<file path="config.mk">
export PLATFORM = sky130hd
export DESIGN_NAME = fc_classify_ctrl
export DESIGN_NICKNAME = d
export VERILOG_FILES = /design/src/rtl/lenet_pkg.sv /design/src/rtl/fc_classify_ctrl.sv
export SDC_FILE = /design/constraint.sdc
export NUM_CORES = 1
export LEC_CHECK = 0
export ABC_AREA = 0
export CAP_MARGIN = 20
export CORE_AREA = 5 5 117 108
export CTS_BUF_LIST = sky130_fd_sc_hd__clkbuf_4 sky130_fd_sc_hd__clkbuf_8
export DETAILED_ROUTE_END_ITERATION = 8
export DIE_AREA = 0 0 122 113
export PLACE_DENSITY = 0.65
export SLEW_MARGIN = 10
export SYNTH_ARGS = -nofsm -noshare
export SYNTH_HDL_FRONTEND = slang
export SYNTH_SLANG_ARGS = --single-unit
export TNS_END_PERCENT = 10
</file>
<file path="constraint.sdc">
create_clock -name clk -period 3.5 [get_ports clk]
set_input_delay 0.525 -clock clk [delete_from_list [all_inputs] [get_ports clk]]
set_output_delay 0.525 -clock clk [all_outputs]
set_load 0.03 [all_outputs]
</file>
<file path="src/rtl/lenet_pkg.sv">
// Shared LeNet constants and types: score width, class count, controller state encoding.
// Used by the FC classify controller and by the classifier it feeds.
// Contents: LENET_DATA_SIZE, LENET_NUM_CLASS, LOAD_CNT_W, fc_state_e, slot_msb().
package lenet_pkg;

  localparam int LENET_DATA_SIZE = 8;   // width of one FC score and of a class index
  localparam int LENET_NUM_CLASS = 10;  // FC scores per frame
  localparam int LOAD_CNT_W      = 4;   // score slot counter width (frames up to 16 scores)

  // Binary-encoded controller states.
  typedef enum logic [1:0] {
    ST_IDLE = 2'd0,
    ST_LOAD = 2'd1,
    ST_RUN  = 2'd2,
    ST_HOLD = 2'd3
  } fc_state_e;

  // MSB position of score slot k in a packed buffer of n scores of w bits.
  // Slot 0 sits at the top of the buffer.
  function automatic int slot_msb(input int k, input int n, input int w);
    return (n - k) * w - 1;
  endfunction

endpackage

</file>
<file path="src/rtl/fc_classify_ctrl.sv">
// Purpose: collects NUM_CLASS FC scores into a packed buffer, enables the classifier,
//          captures its winning index and presents it downstream, with a result timeout.
// Latency: 7 cycles from last score transfer to res_vld when the classifier answers
//          on its 6th enabled cycle. Backpressure: fc_rdy is low while a frame is
//          being classified or its result waits in HOLD; res_vld holds until res_rdy.
// Ports:
//   clk, rst            clock, asynchronous active-high reset
//   fc_vld/fc_rdy/fc_data        score input handshake
//   fc_result                    packed score buffer (slot 0 in the MSBs)
//   classify_en                  classifier enable, high for the whole classification
//   classify_res_vld/classify_res  classifier answer (only honoured in RUN)
//   res_vld/res_rdy/res_data     result output handshake
//   timeout_err                  one-cycle pulse when the classifier does not answer
//   busy                         high whenever the controller is not IDLE
module fc_classify_ctrl
  import lenet_pkg::*;
#(
  parameter int DATA_SIZE = LENET_DATA_SIZE,
  parameter int NUM_CLASS = LENET_NUM_CLASS,
  parameter int TIMEOUT   = 15
) (
  input  logic                           clk,
  input  logic                           rst,
  input  logic                           fc_vld,
  input  logic [DATA_SIZE-1:0]           fc_data,
  output logic                           fc_rdy,
  output logic [NUM_CLASS*DATA_SIZE-1:0] fc_result,
  output logic                           classify_en,
  input  logic                           classify_res_vld,
  input  logic [DATA_SIZE-1:0]           classify_res,
  output logic                           res_vld,
  output logic [DATA_SIZE-1:0]           res_data,
  input  logic                           res_rdy,
  output logic                           timeout_err,
  output logic                           busy
);

  localparam int RUN_W = $clog2(TIMEOUT + 1);
  localparam logic [LOAD_CNT_W-1:0] LAST_SLOT = LOAD_CNT_W'(NUM_CLASS - 1);
  // Timeout fires on the edge where run_cnt would reach TIMEOUT.
  localparam logic [RUN_W-1:0]      RUN_LAST  = RUN_W'(TIMEOUT - 1);

  fc_state_e                      state_q;
  logic [LOAD_CNT_W-1:0]          load_cnt_q;
  logic [RUN_W-1:0]               run_cnt_q;
  logic [NUM_CLASS*DATA_SIZE-1:0] fc_result_q;
  logic [DATA_SIZE-1:0]           res_data_q;
  logic                           res_vld_q;
  logic                           classify_en_q;
  logic                           timeout_err_q;
  logic                           busy_q;
  logic                           fc_rdy_q;

  logic fc_xfer;

  // fc_rdy is a flop so it can read low during reset while the state is IDLE.
  assign fc_xfer = fc_vld & fc_rdy_q;

  always_ff @(posedge clk or posedge rst) begin
    if (rst) begin
      state_q       <= ST_IDLE;
      load_cnt_q    <= '0;
      run_cnt_q     <= '0;
      fc_result_q   <= '0;
      res_data_q    <= '0;
      res_vld_q     <= 1'b0;
      classify_en_q <= 1'b0;
      timeout_err_q <= 1'b0;
      busy_q        <= 1'b0;
      fc_rdy_q      <= 1'b0;
    end else begin
      timeout_err_q <= 1'b0;

      // Score write; fc_rdy is only high in IDLE/LOAD, so the buffer is frozen otherwise.
      if (fc_xfer) begin
        for (int k = 0; k < NUM_CLASS; k++) begin
          if (load_cnt_q == LOAD_CNT_W'(k)) begin
            fc_result_q[slot_msb(k, NUM_CLASS, DATA_SIZE) -: DATA_SIZE] <= fc_data;
          end
        end
      end

      case (state_q)
        ST_IDLE: begin
          fc_rdy_q <= 1'b1;
          busy_q   <= 1'b0;
          if (fc_xfer) begin
            state_q    <= ST_LOAD;
            load_cnt_q <= LOAD_CNT_W'(1);
            busy_q     <= 1'b1;
          end
        end

        ST_LOAD: begin
          if (fc_xfer) begin
            if (load_cnt_q == LAST_SLOT) begin
              state_q       <= ST_RUN;
              load_cnt_q    <= '0;
              run_cnt_q     <= '0;
              classify_en_q <= 1'b1;
              fc_rdy_q      <= 1'b0;
            end else begin
              load_cnt_q <= load_cnt_q + LOAD_CNT_W'(1);
            end
          end
        end

        ST_RUN: begin
          // A result on the timeout edge takes priority over the error.
          if (classify_res_vld) begin
            state_q       <= ST_HOLD;
            res_data_q    <= classify_res;
            res_vld_q     <= 1'b1;
            classify_en_q <= 1'b0;
            run_cnt_q     <= '0;
          end else if (run_cnt_q == RUN_LAST) begin
            state_q       <= ST_IDLE;
            timeout_err_q <= 1'b1;
            classify_en_q <= 1'b0;
            run_cnt_q     <= '0;
            fc_rdy_q      <= 1'b1;
            busy_q        <= 1'b0;
          end else begin
            run_cnt_q <= run_cnt_q + RUN_W'(1);
          end
        end

        ST_HOLD: begin
          if (res_vld_q && res_rdy) begin
            state_q   <= ST_IDLE;
            res_vld_q <= 1'b0;
            fc_rdy_q  <= 1'b1;
            busy_q    <= 1'b0;
          end
        end

        default: begin
          state_q <= ST_IDLE;
        end
      endcase
    end
  end

  assign fc_rdy      = fc_rdy_q;
  assign fc_result   = fc_result_q;
  assign classify_en = classify_en_q;
  assign res_vld     = res_vld_q;
  assign res_data    = res_data_q;
  assign timeout_err = timeout_err_q;
  assign busy        = busy_q;

endmodule

</file>
==> flow_metrics.tcl, run 1 <==
set metrics [dict create \
    synth.top_cells.by_count "sky130_fd_sc_hd__dfrtp_1 (103), sky130_fd_sc_hd__mux2_2 (88), sky130_fd_sc_hd__nand2b_1 (9)" \
    instances_no_fill 564 \
    slowest_stage "sky130_fd_sc_hd__clkdlybuf4s50_1" \
    worstPathBufferInverterCount 1 \
    detail_route.drc_violations 0 \
    crit_path_end_kind "primary output" \
    flop_and_latch_count_out_of_synthesis 103 \
    clock.fmax_mhz 467 \
    post-route-period-util_pct 61.2 \
    synth_enable_flop_cells 0 \
    synth.cell_area_um2 4280 \
    groute.usage.overall_pct 15.1 \
    final_hold_viol_count 0 \
    placementRows 37 \
    placed_cells_incl_taps 552 \
    synth_top_cell_area_share_pct 60.2 \
    synth.distinct_cells 39 \
    min-delay-path-class "register to register" \
    skew_ps 4.06 \
    outcome "completed" \
    timing.setup.critical_path_class "register to primary output" \
    rsz0062_at_grt "no" \
    firstDrtPassIters 4 \
    clk_latency_ps 360 \
    die-width_um 122 \
    port_buffers 113 \
    ant_nets 0 \
    vias 2723 \
    synth_top_cell_by_area "sky130_fd_sc_hd__dfrtp_1" \
    max_slew_margin_pct 60.8 \
    timing.critical_path.slowest_cell_delay_ps 730 \
    clock_tree.root_cell "sky130_fd_sc_hd__clkbuf_8" \
    crit_chain "clkdlybuf4s50_1" \
    numCtsBuffers 9 \
    ys_dominant_reg_cell "sky130_fd_sc_hd__dfrtp_1" \
    post_cts_resize_count 0 \
    detail_route.vias_per_cell 4.83 \
    routed_wl_um 9940 \
    post_synth.cell_area_avg_um2 14.6 \
    clockBufferDepth 2 \
    first_drt_iteration_drcs 78 \
    timing.final.setup_violations 0 \
    final_period_minus_worst_setup_slack_ps 2140 \
    top_level_ports 114 \
    async_flop_share_pct 100 \
    grt_pass1_vias 2936 \
    dp_hpwl_um 7130 \
    gpl.final_weighted_congestion 0.856 \
    count_of_nets_after_finishing 436 \
    postLayoutCellArea_um2 5750 \
    netlist_instances 294 \
    final_number_of_max_transition_violations 0 \
    setup_slack_ps 1360 \
    chipHeight_um 113 \
    max_capacitance_violation_total 0 \
    setup_tns_ps 0 \
    cellPowerDensity_nw_per_um2 857 \
    power.static_leakage_nw 2.52 \
    timing.critical_path.required_ps 2970 \
    crit_fanout 6 \
    cts_max_level 3 \
    die_area_um2 13800 \
    coreArea_um2 11200 \
    post-synth-top-count-cell "sky130_fd_sc_hd__dfrtp_1" \
    floorplan.initialDensity_pct 38.1 \
    post_cts_buffers 0 \
    critical_path_at_ps 1620 \
    total_power_mw 4.93 \
    grt_start_max_net_pins 43 \
    critical-path-top-delay-family "buffers and inverters" \
    detail_route.wl_per_cell_um 17.6 \
    worst_setup_start_kind "register" \
    area_growth_syn_to_layout_pct 34.1 \
    netlist_top_cells_area "sky130_fd_sc_hd__dfrtp_1 (60%), sky130_fd_sc_hd__mux2_2 (23%), sky130_fd_sc_hd__ha_1 (2.3%)" \
    dpl_worst_slack_ps 1150 \
    seq_area_frac_synth_pct 60.2 \
    diodes 0 \
    path_clk_slew_ps 90 \
    syn-num-nets 323 \
    cts-hold-fix-buffers 0 \
    synth_warnings 0 \
    clock-sinks 103 \
    worstMarginPinSlew_ps 583 \
    grt-ovfl-total 0 \
    placement.cell_area_um2 5570 \
    drive_above_1_share_pct 28.7 \
    grt_pass1_wl_um 16000 \
    irDropWorstVdd_v 0.000468 \
    initial_antenna_violation_count 0 \
    cts_tree "yes" \
]
[layout make-up]
| class | instances | area, um2 |
|---|---|---|
| Fill cell | 980 | 5500 |
| Sequential cell | 103 | 2580 |
| Multi-Input combinational cell | 170 | 1620 |
| Timing Repair Buffer | 116 | 1150 |
| Tap cell | 156 | 195 |
| Clock buffer | 10 | 138 |
| Clock inverter | 2 | 35.0 |
| Inverter | 7 | 28.8 |
[metrics by stage]
step                      hold WS [ps]  util (%)
after CTS                          509      51.1
after global placement             481      49.5
final                              506      51.1
after global routing               522      51.1
after floorplan                    492         -
after detailed placement           488      49.5
[where the power goes]
part           internal, mW  switching [mW]  total (mW)  leakage, nW
Combinational          1.08            1.31        2.38         1.11
Clock                 0.334           0.370       0.704       0.0899
Sequential             1.58           0.257        1.84         1.32
Total                  2.99            1.93        4.93         2.52
[worst paths after layout]
path	start	endpoint	cells past startpoint	slack (ps)
max	fc_rdy	fc_rdy	1	1360
max in group asynchronous	rst	fc_result[57]	3	2190
min in group asynchronous	rst	fc_result[11]	2	560
min	fc_result[40]	fc_result[40]	1	510
max reg2reg	state_q[1]	run_cnt_q[1]	5	1570
min reg2reg	fc_result[40]	fc_result[40]	1	510
[sequential cells by signal, summed over array words and instances, names as in the netlist]
| name | cells |
|---|---|
| state_q | 2 |
| res_vld | 1 |
| load_cnt_q | 4 |
| timeout_err | 1 |
| fc_rdy | 1 |
| run_cnt_q | 4 |
| res_data | 8 |
| classify_en | 1 |
| busy | 1 |
| fc_result | 80 |
[per-layer routing]
| metal | vias up | global-route usage (%) | wire, um |
|---|---|---|---|
| met4 | 0 | 3.96 | 116 |
| met5 | - | 0 | 0 |
| met1 | 1379 | 19.3 | 4390 |
| li1 | 1259 | - | - |
| met2 | 74 | 23.7 | 4630 |
| met3 | 11 | 6.35 | 801 |
[placed cells by master, fill, tap and decap left out, types with 4 or more instances in the layout]
master / instances
sky130_fd_sc_hd__mux2_2: 88
sky130_fd_sc_hd__ha_1: 8
sky130_fd_sc_hd__a21oi_1: 4
sky130_fd_sc_hd__o21ai_0: 8
sky130_fd_sc_hd__dfrtp_1: 103
sky130_fd_sc_hd__inv_1: 5
sky130_fd_sc_hd__nand2b_1: 9
sky130_fd_sc_hd__nand2_1: 8
sky130_fd_sc_hd__clkbuf_8: 10
sky130_fd_sc_hd__clkdlybuf4s50_1: 113
sky130_fd_sc_hd__nor2_1: 4
sky130_fd_sc_hd__nand3_1: 6
[cell families (layout without fill, tap and decap cells)]
| kind of cell | count (synthesis) | in the layout | share of synthesized area (%) |
|---|---|---|---|
| DFF | 103 | 103 | 60.2 |
| muxes | 92 | 92 | 24.1 |
| and+or+nand+nor | 46 | 46 | 7.56 |
| AOI/OAI and AO/OA | 24 | 24 | 3.80 |
| buffers and inverters | 21 | 135 | 2.04 |
| adders and majority gates | 8 | 8 | 2.34 |
Power figures use the tool's default switching activity.
==> inputs of run 2 (changes only) <==
- PLACE_DENSITY: 0.65 -> 0.68
- clock period: 3.5 -> 1.9 ns (I/O delays scaled with it)
==> run 2 against run 1 <==
Net effect: via count increased by 1.4%; die area unchanged; clock-buffer cell count increased by 4; core utilization increased by 1.7 points; clock power increased by 86%; routed wire length decreased by 2.2%; critical path type is now register to register; clock skew increased by 2.3 ps; highest routed layer unchanged; sequential power increased by 83%; worst hold slack got worse by 250 ps.
==> flow_metrics.tcl, run 2 (synthesis gave the netlist of run 1 again) <==
set metrics [dict create \
    cts_max_level 3 \
    rsz0062_at_grt "no" \
    postLayoutCellArea_um2 5940 \
    groute.usage.overall_pct 15.1 \
    max_capacitance_violation_total 0 \
    floorplan.initialDensity_pct 38.1 \
    path_clk_slew_ps 90 \
    coreArea_um2 11200 \
    setup_slack_ps 152 \
    dpl_worst_slack_ps -71.9 \
    skew_ps 6.33 \
    area_growth_syn_to_layout_pct 38.7 \
    grt-ovfl-total 0 \
    setup_tns_ps 0 \
    largest_register_ffs 80 \
    crit_fanout 6 \
    detail_route.vias_per_cell 4.78 \
    critical_path_at_ps 2030 \
    final_hold_viol_count 0 \
    numCtsBuffers 9 \
    first_drt_iteration_drcs 98 \
    final_period_minus_worst_setup_slack_ps 1750 \
    cts_tree "yes" \
    die-width_um 122 \
    drive_above_1_share_pct 31.3 \
    critical_path.reg2reg.startpoint "state_q[1]" \
    count_of_nets_after_finishing 448 \
    grt_pass1_vias 3028 \
    timing.critical_path.required_ps 2190 \
    ant_nets 0 \
    power.static_leakage_nw 2.60 \
    post_cts_buffers 0 \
    worstPathBufferInverterCount 1 \
    critical-path-top-delay-family "simple AND/OR/NAND/NOR gates" \
    gpl.final_weighted_congestion 0.847 \
    post-route-period-util_pct 92.0 \
    detail_route.drc_violations 0 \
    crit_chain "inv_1, ha_1, or2_2, a21oi_1, and3_1, mux2i_1" \
    timing.final.setup_violations 0 \
    diodes 0 \
    clock.fmax_mhz 572 \
    grt_start_max_net_pins 51 \
    clk_latency_ps 360 \
    clockBufferDepth 2 \
    initial_antenna_violation_count 0 \
    routed_wl_um 9720 \
    worst_setup_start_kind "register" \
    grt_pass1_wl_um 16000 \
    placement.cell_area_um2 5750 \
    chipHeight_um 113 \
    slowest_stage "sky130_fd_sc_hd__dfrtp_1" \
    top_level_ports 114 \
    min-delay-path-class "input pin to asynchronous set/reset pin" \
    dp_hpwl_um 6990 \
    crit_start "state_q[1]" \
    placementRows 37 \
    timing.critical_path.slowest_cell_delay_ps 440 \
    clock_tree.root_cell "sky130_fd_sc_hd__clkbuf_8" \
    total_power_mw 9.13 \
    vias 2760 \
    firstDrtPassIters 4 \
    mostFrequentLayoutCell "sky130_fd_sc_hd__clkdlybuf4s50_1" \
    irDropWorstVdd_v 0.000902 \
    final_number_of_max_transition_violations 0 \
    outcome "completed" \
    die_area_um2 13800 \
    detail_route.wl_per_cell_um 16.8 \
    max_slew_margin_pct 65.6 \
    worstMarginPinSlew_ps 514 \
    clock-sinks 103 \
    port_buffers 113 \
    highest_count_cells_in_the_layout_ignoring_fill_and_taps "sky130_fd_sc_hd__clkdlybuf4s50_1 (112), sky130_fd_sc_hd__dfrtp_1 (103), sky130_fd_sc_hd__mux2_2 (88)" \
    cellPowerDensity_nw_per_um2 1540 \
    timing.setup.critical_path_class "register to register" \
    crit_path_end_kind "register" \
]
## run 2: per-layer routing
| metal | part of all wire, % | GRT usage [%] |
|---|---|---|
| met1 | 45 | 19.9 |
| met2 | 47 | 23.2 |
| met3 | 6.7 | 5.55 |
| met4 | 1.3 | 4.63 |
| met5 | 0 | 0 |
## run 2: area by class of cell
class | instances | area (um2)
tap | 156 | 195
clock buffer | 14 | 186
timing repair buffer | 128 | 1330
sequential | 103 | 2580
fill | 972 | 5310
inverter | 7 | 30.0
multi-input combinational | 170 | 1620
## run 2: final timing paths
path / end / slack, ps / depth (start not counted)
max in group asynchronous: res_data[2] / 1060 / 3
min reg2reg: fc_result[8] / 510 / 1
max: state_q[0] / 150 / 6
min: fc_result[9] / 260 / 2
min in group clk: fc_result[8] / 510 / 1
max reg2reg: state_q[0] / 150 / 6
## run 2: worst reg2reg max path: stages (launching register included)
cell                      delay (ps)
sky130_fd_sc_hd__dfrtp_1         440
sky130_fd_sc_hd__inv_1           110
sky130_fd_sc_hd__ha_1            230
sky130_fd_sc_hd__or2_2           290
sky130_fd_sc_hd__a21oi_1         190
sky130_fd_sc_hd__and3_1          220
sky130_fd_sc_hd__mux2i_1         200
## run 2: power by group
part | internal (mW) | switching [mW]
Sequential | 2.91 | 0.455
Combinational | 2.06 | 2.40
Clock | 0.622 | 0.683
Total | 5.60 | 3.53
## run 2: what timing repair did
action | CTS | global route
cloned | 0 | 0
resized for setup | 1 | 1
hold buffers | 0 | 0
setup endpoints to repair | 1 | 1
## run 2: through the flow
step | instances | utilization [%] | hold WS [ps]
2_1_floorplan | 294 | - | 436
3_3_place_gp | 564 | 51.1 | 488
3_5_place_dp | 564 | 51.1 | 493
4_1_cts | 578 | 52.8 | 249
5_1_grt | 578 | 52.8 | 262
6_report | 578 | 52.8 | 261
==> variant 1, RTL diff (flow settings as in run 1) <==
Re-encode `fc_state_e` (4 states) as Gray code, 2 bits wide. Comments in the files are not updated.
--- a/src/rtl/lenet_pkg.sv
+++ b/src/rtl/lenet_pkg.sv
@@ -9,10 +9,10 @@
 
   // Binary-encoded controller states.
   typedef enum logic [1:0] {
-    ST_IDLE = 2'd0,
-    ST_LOAD = 2'd1,
-    ST_RUN  = 2'd2,
-    ST_HOLD = 2'd3
+    ST_IDLE = 2'b00,
+    ST_LOAD = 2'b01,
+    ST_RUN  = 2'b11,
+    ST_HOLD = 2'b10
   } fc_state_e;
 
   // MSB position of score slot k in a packed buffer of n scores of w bits.
Behaviour: no difference found for any inputs over 10 cycles, from zero or initial values and one cycle with rst high; not proved beyond that.
==> variant 1 against run 1 <==
  * Design area fell by 1.3%
  * Via count up 0.48%
  * Worst setup slack got worse by 0.050 ns
  * Global-route usage about the same
  * Wire length rose by 0.20%
  * Sequential cell count unchanged
  * First-iteration DRC count increased by 140%
  * Area after synthesis is 1.6% lower
  * Power is 18% higher
  * Critical path type unchanged
==> variant 1: results (changes against run 1) <==
detailed_routing:
  detail_route.wirelength.met1_microns: 4530  # +3.1%
  top_layer_used: "met4"
  first_iter_violations: 191  # +140%
  met2RoutedLength_microns: 4740  # +2.5%
  route.detailed.wl_per_inst_microns: 17.8  # +0.74%
  drt-vias-per-instance: 4.88  # +1.0%
  wire_length_on_met3_microns: 603  # -25%
  dr.pass1.iters: 4  # unchanged
placed_design:
  gp_congestion: 0.781  # -8.8%
  placed_cells_incl_taps: 545  # -1.3%
  detailedPlacementHpwl_microns: 7000  # -1.8%
  io_buffer_count: 113  # unchanged
global_routing:
  grt.total_usage_pct: 15.1  # +0.050 points
  grt_max_degree: 59  # +37%
  grt_antenna_before_repair: 0  # unchanged
  vias_in_the_first_global_route: 2953  # +0.58%
  grt_pass1_wl_microns: 16100  # +0.86%
clocking:
  cts.repair_timing.setup_buffer_count: 0  # unchanged
  cts.htree.levels: 3  # unchanged
  postCtsResizedCells: 0  # unchanged
  clock_latency_ns: 0.37
  cts_buffer_depth: 2  # unchanged
  numCtsBuffers: 9  # unchanged
  clk_pin_slew_ns: 0.11  # +0.02 ns
synthesis:
  synth.yosys.seq_area_share_pct: 61.1  # +0.98 points
  synth.distinct_cells: 43  # +10%
  synth_common_cells: "103 x dfrtp_1, 89 x mux2_2, 8 x buf_1, 8 x inv_1"
  synth_fp_nets: 315  # -2.5%
  avgSynthCellArea_sq_um: 14.4  # -0.93%
  postSynth.asyncResetShare_pct: 100  # unchanged
  ys_top_cells_by_area: "dfrtp_1 61%, mux2_2 24%, nand4b_1 1.0%, a21oi_1 0.83%, buf_2 0.83%"
outcome:
  run_status: "complete, no violations"
final_layout:
  final_nets: 423  # -3.0%
  layout-drive-gt1-share_pct: 27.7  # -1.0 points
  largest_reg_flops: 80  # unchanged
  nFillCells: 1037  # +5.8%
  fin_cells: 561  # -0.53%
pwr:
  irDropWorstVdd_v: 0.000445  # -4.9%
  total_leakage_power_nw: 2.42  # -3.7%
sta:
  final.setup_skew_ns: 0.0103  # +0.00623 ns
  maxSlewHeadroom_pct: 46.4  # -14 points
worst_setup_path:
  worst_ep_arrival_time_ns: 1.67  # +0.05 ns
  critical-path-max-stage-delay_ns: 0.75  # +0.02 ns
  critical_path.max_fanout: 11  # +5
==> variant 1: through the flow <==
stage               setup slack, ns  power (mW)  cell area [sq um]
CTS                            1.30        5.90               5670
floorplan                     0.271        3.89               4220
global placement              0.958        5.12               5490
detailed placement            0.964        5.16               5490
global route                   1.23        6.16               5670
finish                         1.31        5.83               5670
==> variant 1: worst paths after layout <==
| kind | slack, ns | start | end | cells after the start |
|---|---|---|---|---|
| min in group asynchronous | 0.63 | rst | fc_result[9] | 2 |
| hold reg to reg | 0.51 | res_data[2] | res_data[2] | 1 |
| max in group asynchronous | 2.16 | rst | fc_result[21] | 3 |
| setup reg to reg | 1.47 | load_cnt_q[0] | fc_result[36] | 3 |
| hold / removal | 0.51 | res_data[2] | res_data[2] | 1 |
| setup / recovery | 1.31 | fc_rdy | fc_rdy | 1 |
==> variant 1: kinds of logic after synthesis <==
family,Yosys count,share of synthesized area [%]
fa+ha+maj,2,0.594
compound gates,23,3.53
buf+inv,25,2.52
xor+xnor,1,0.208
simple gates,48,7.98
mux,90,24.0
flops,103,61.1
==> variant 1: metal layers <==
| metal | vias up | track usage, % |
|---|---|---|
| met1 | 1392 | 19.4 |
| li1 | 1258 | - |
| met2 | 80 | 24.7 |
| met4 | 0 | 4.26 |
| met3 | 6 | 4.80 |
| met5 | - | 0 |
==> variant 1: area by class of cell <==
class	count	area share, %
multi-input combinational	164	27.0
tap	156	3.44
timing repair buffer	114	20.3
inverter	8	0.573
sequential	103	45.4
clock buffer	9	2.18
clock inverter	7	1.08
==> variant 1: power breakdown <==
part	internal [mW]	switching [mW]	total (mW)
logic	1.39	1.60	2.99
registers	1.73	0.383	2.11
clock network	0.275	0.446	0.721
total	3.40	2.43	5.83
==> variant 2, RTL diff (flow settings as in run 1) <==
Without the edit above. The package constant `LENET_NUM_CLASS` goes from 10 to 11.
--- a/src/rtl/lenet_pkg.sv
+++ b/src/rtl/lenet_pkg.sv
@@ -4,7 +4,7 @@
 package lenet_pkg;
 
   localparam int LENET_DATA_SIZE = 8;   // width of one FC score and of a class index
-  localparam int LENET_NUM_CLASS = 10;  // FC scores per frame
+  localparam int LENET_NUM_CLASS = 11;  // FC scores per frame
   localparam int LOAD_CNT_W      = 4;   // score slot counter width (frames up to 16 scores)
 
   // Binary-encoded controller states.
Ports: changed (resized fc_result); port bits go from 114 to 122. No check against the original RTL was run, so the function may have changed too.
==> variant 2 against run 1 <==
  * Critical path depth grew 3
  * Wire length grew 8.7%
  * Register-to-register slack lost 0.16 ns
  * Combinational power grew 29%
  * Non-clock buffer count grew 7
  * Synthesized cell count grew 6.1%
  * Die area is the same
  * Power grew 26%
  * Design area grew 7.3%
  * Sequential cell count grew 8
  * Area after synthesis grew 6.8%
  * Fmax shrank 11%
  * Worst setup slack lost 0.27 ns
  * Critical path type is now in2reg
==> variant 2: results (changes against run 1) <==
outcome:
  run_status: "complete, no violations"
detailed_routing:
  first_iter_violations: 125  # +60%
  drt-vias-per-instance: 4.90  # +1.4%
  dr.pass1.iters: 4  # unchanged
  route.detailed.wl_per_inst_microns: 18.4  # +4.3%
synthesis:
  synth.distinct_cells: 42  # +7.7%
  synth-edff-count: 0  # unchanged
  synth_fp_nets: 335  # +3.7%
  ys_top_cells_by_area: "dfrtp_1 61%, mux2_2 24%, clkbuf_1 0.82%, nand2b_1 0.82%, o21ai_0 0.77%"
  postSynth.asyncResetShare_pct: 100  # unchanged
  synth_common_cells: "111 x dfrtp_1, 96 x mux2_2, 10 x clkbuf_1, 7 x inv_1, 7 x o21ai_0"
  yosysWarnings: 0  # unchanged
  synth.yosys.seq_area_share_pct: 60.7  # +0.53 points
global_routing:
  grt_max_degree: 53  # +23%
  grt_pass1_wl_microns: 17300  # +8.0%
  grt_antenna_before_repair: 0  # unchanged
  grt.total_usage_pct: 16.2  # +1.1 points
  vias_in_the_first_global_route: 3082  # +5.0%
sta:
  final.setup_skew_ns: 0.0134  # +0.00929 ns
  maxSlewHeadroom_pct: 46.6  # -14 points
final_layout:
  largest_reg_flops: 88  # +10%
  final_nets: 450  # +3.2%
  layout-drive-gt1-share_pct: 29.9  # +1.2 points
  nFillCells: 994  # +1.4%
pwr:
  p_sw_mw: 2.51  # +30%
  total_leakage_power_nw: 2.69  # +6.7%
  irDropWorstVdd_v: 0.000536  # +15%
placed_design:
  io_buffer_count: 121  # +7.1%
  gp_congestion: 0.743  # -13%
  detailedPlacementHpwl_microns: 7490  # +5.1%
  dpl_cell_area_sq_um: 5920  # +6.2%
worst_setup_path:
  worst_ep_arrival_time_ns: 2.67  # +1.05 ns
  critical-path-max-stage-delay_ns: 0.78  # +0.05 ns
  r2r_end: "fc_result[28]"
  critical_path.max_fanout: 10  # +4
  setup.reg_to_reg.worst_slack_ns: 1.41  # -0.16 ns
  r2r_cells: 3  # -2
  r2r_start: "load_cnt_q[0]"
worst_hold_path:
  cell_count_of_the_worst_hold_path: 1  # unchanged
  hold_path_sink: "fc_result[32]"
  min-delay-start: "fc_result[32]"
clocking:
  clk_pin_slew_ns: 0.11  # +0.02 ns
  cts.repair_timing.setup_buffer_count: 0  # unchanged
  cts_buffer_depth: 2  # unchanged
  clock_latency_ns: 0.37
## variant 2: cell types whose count changed after synthesis, moves of 4 or more
cell | before | now
clkbuf_1 | 1 | 10
buf_1 | 8 | 0
dfrtp_1 | 103 | 111
mux2_2 | 88 | 96
ha_1 | 8 | 2
nand3b_1 | 0 | 4
## variant 2: cell families after synthesis
group           share of synthesized area [%]
compound gates                           3.58
mux                                      24.1
simple gates                             8.28
buf+inv                                  2.62
xor+xnor                                0.191
fa+ha+maj                               0.547
flops                                    60.7
## variant 2: worst max path at each step
stage,startpoint,endpoint,slack (ns),cells after the start
after detailed placement,fc_vld,fc_result[25],0.73,4
after floorplan,rst,busy,0.04,1
after global routing,fc_vld,fc_result[31],1.04,4
after CTS,fc_vld,fc_result[31],1.08,4
after global placement,fc_vld,fc_result[29],0.82,4
final,fc_vld,fc_result[28],1.09,4
## variant 2: critical path: cells and delay by family
family	cells	cell delay, ns
muxes	1	0.41
buffers and inverters	1	0.78
and+or+nand+nor	2	0.95
## variant 2: layer usage
| layer | track usage (%) | part of all wire [%] | vias to the layer above |
|---|---|---|---|
| li1 | - | - | 1330 |
| met1 | 21.0 | 44 | 1464 |
| met2 | 26.4 | 49 | 72 |
| met3 | 4.85 | 5.6 | 13 |
| met4 | 4.71 | 1.5 | 0 |
| met5 | 0 | 0 | - |
## variant 2: power by group through the flow
stage	clock network (mW)	logic (mW)	registers, mW
after floorplan	0	0.870	3.19
after global placement	0	3.07	2.25
after detailed placement	0	3.10	2.26
after CTS	0.932	3.11	2.24
after global routing	0.980	3.24	2.32
final	0.901	3.07	2.24
## variant 2: metrics by stage
stage               std cells  setup WS (ns)  hold WS [ns]  total power [mW]  util (%)
finish                    588           1.09         0.501              6.21      54.8
global route              588           1.04         0.527              6.54      54.8
CTS                       588           1.08         0.506              6.29      54.8
detailed placement        572          0.727         0.479              5.36      52.6
global placement          572          0.822         0.467              5.32      52.6
floorplan                 312         0.0443         0.509              4.06         -
## variant 2: area by class of cell
class                           count  share of cell area (%)
Clock buffer                       10                    2.23
Clock inverter                      6                    1.79
Multi-Input combinational cell    175                    27.2
Inverter                            7                   0.467
Sequential cell                   111                    45.0
Tap cell                          156                    3.16
Timing Repair Buffer              123                    20.1
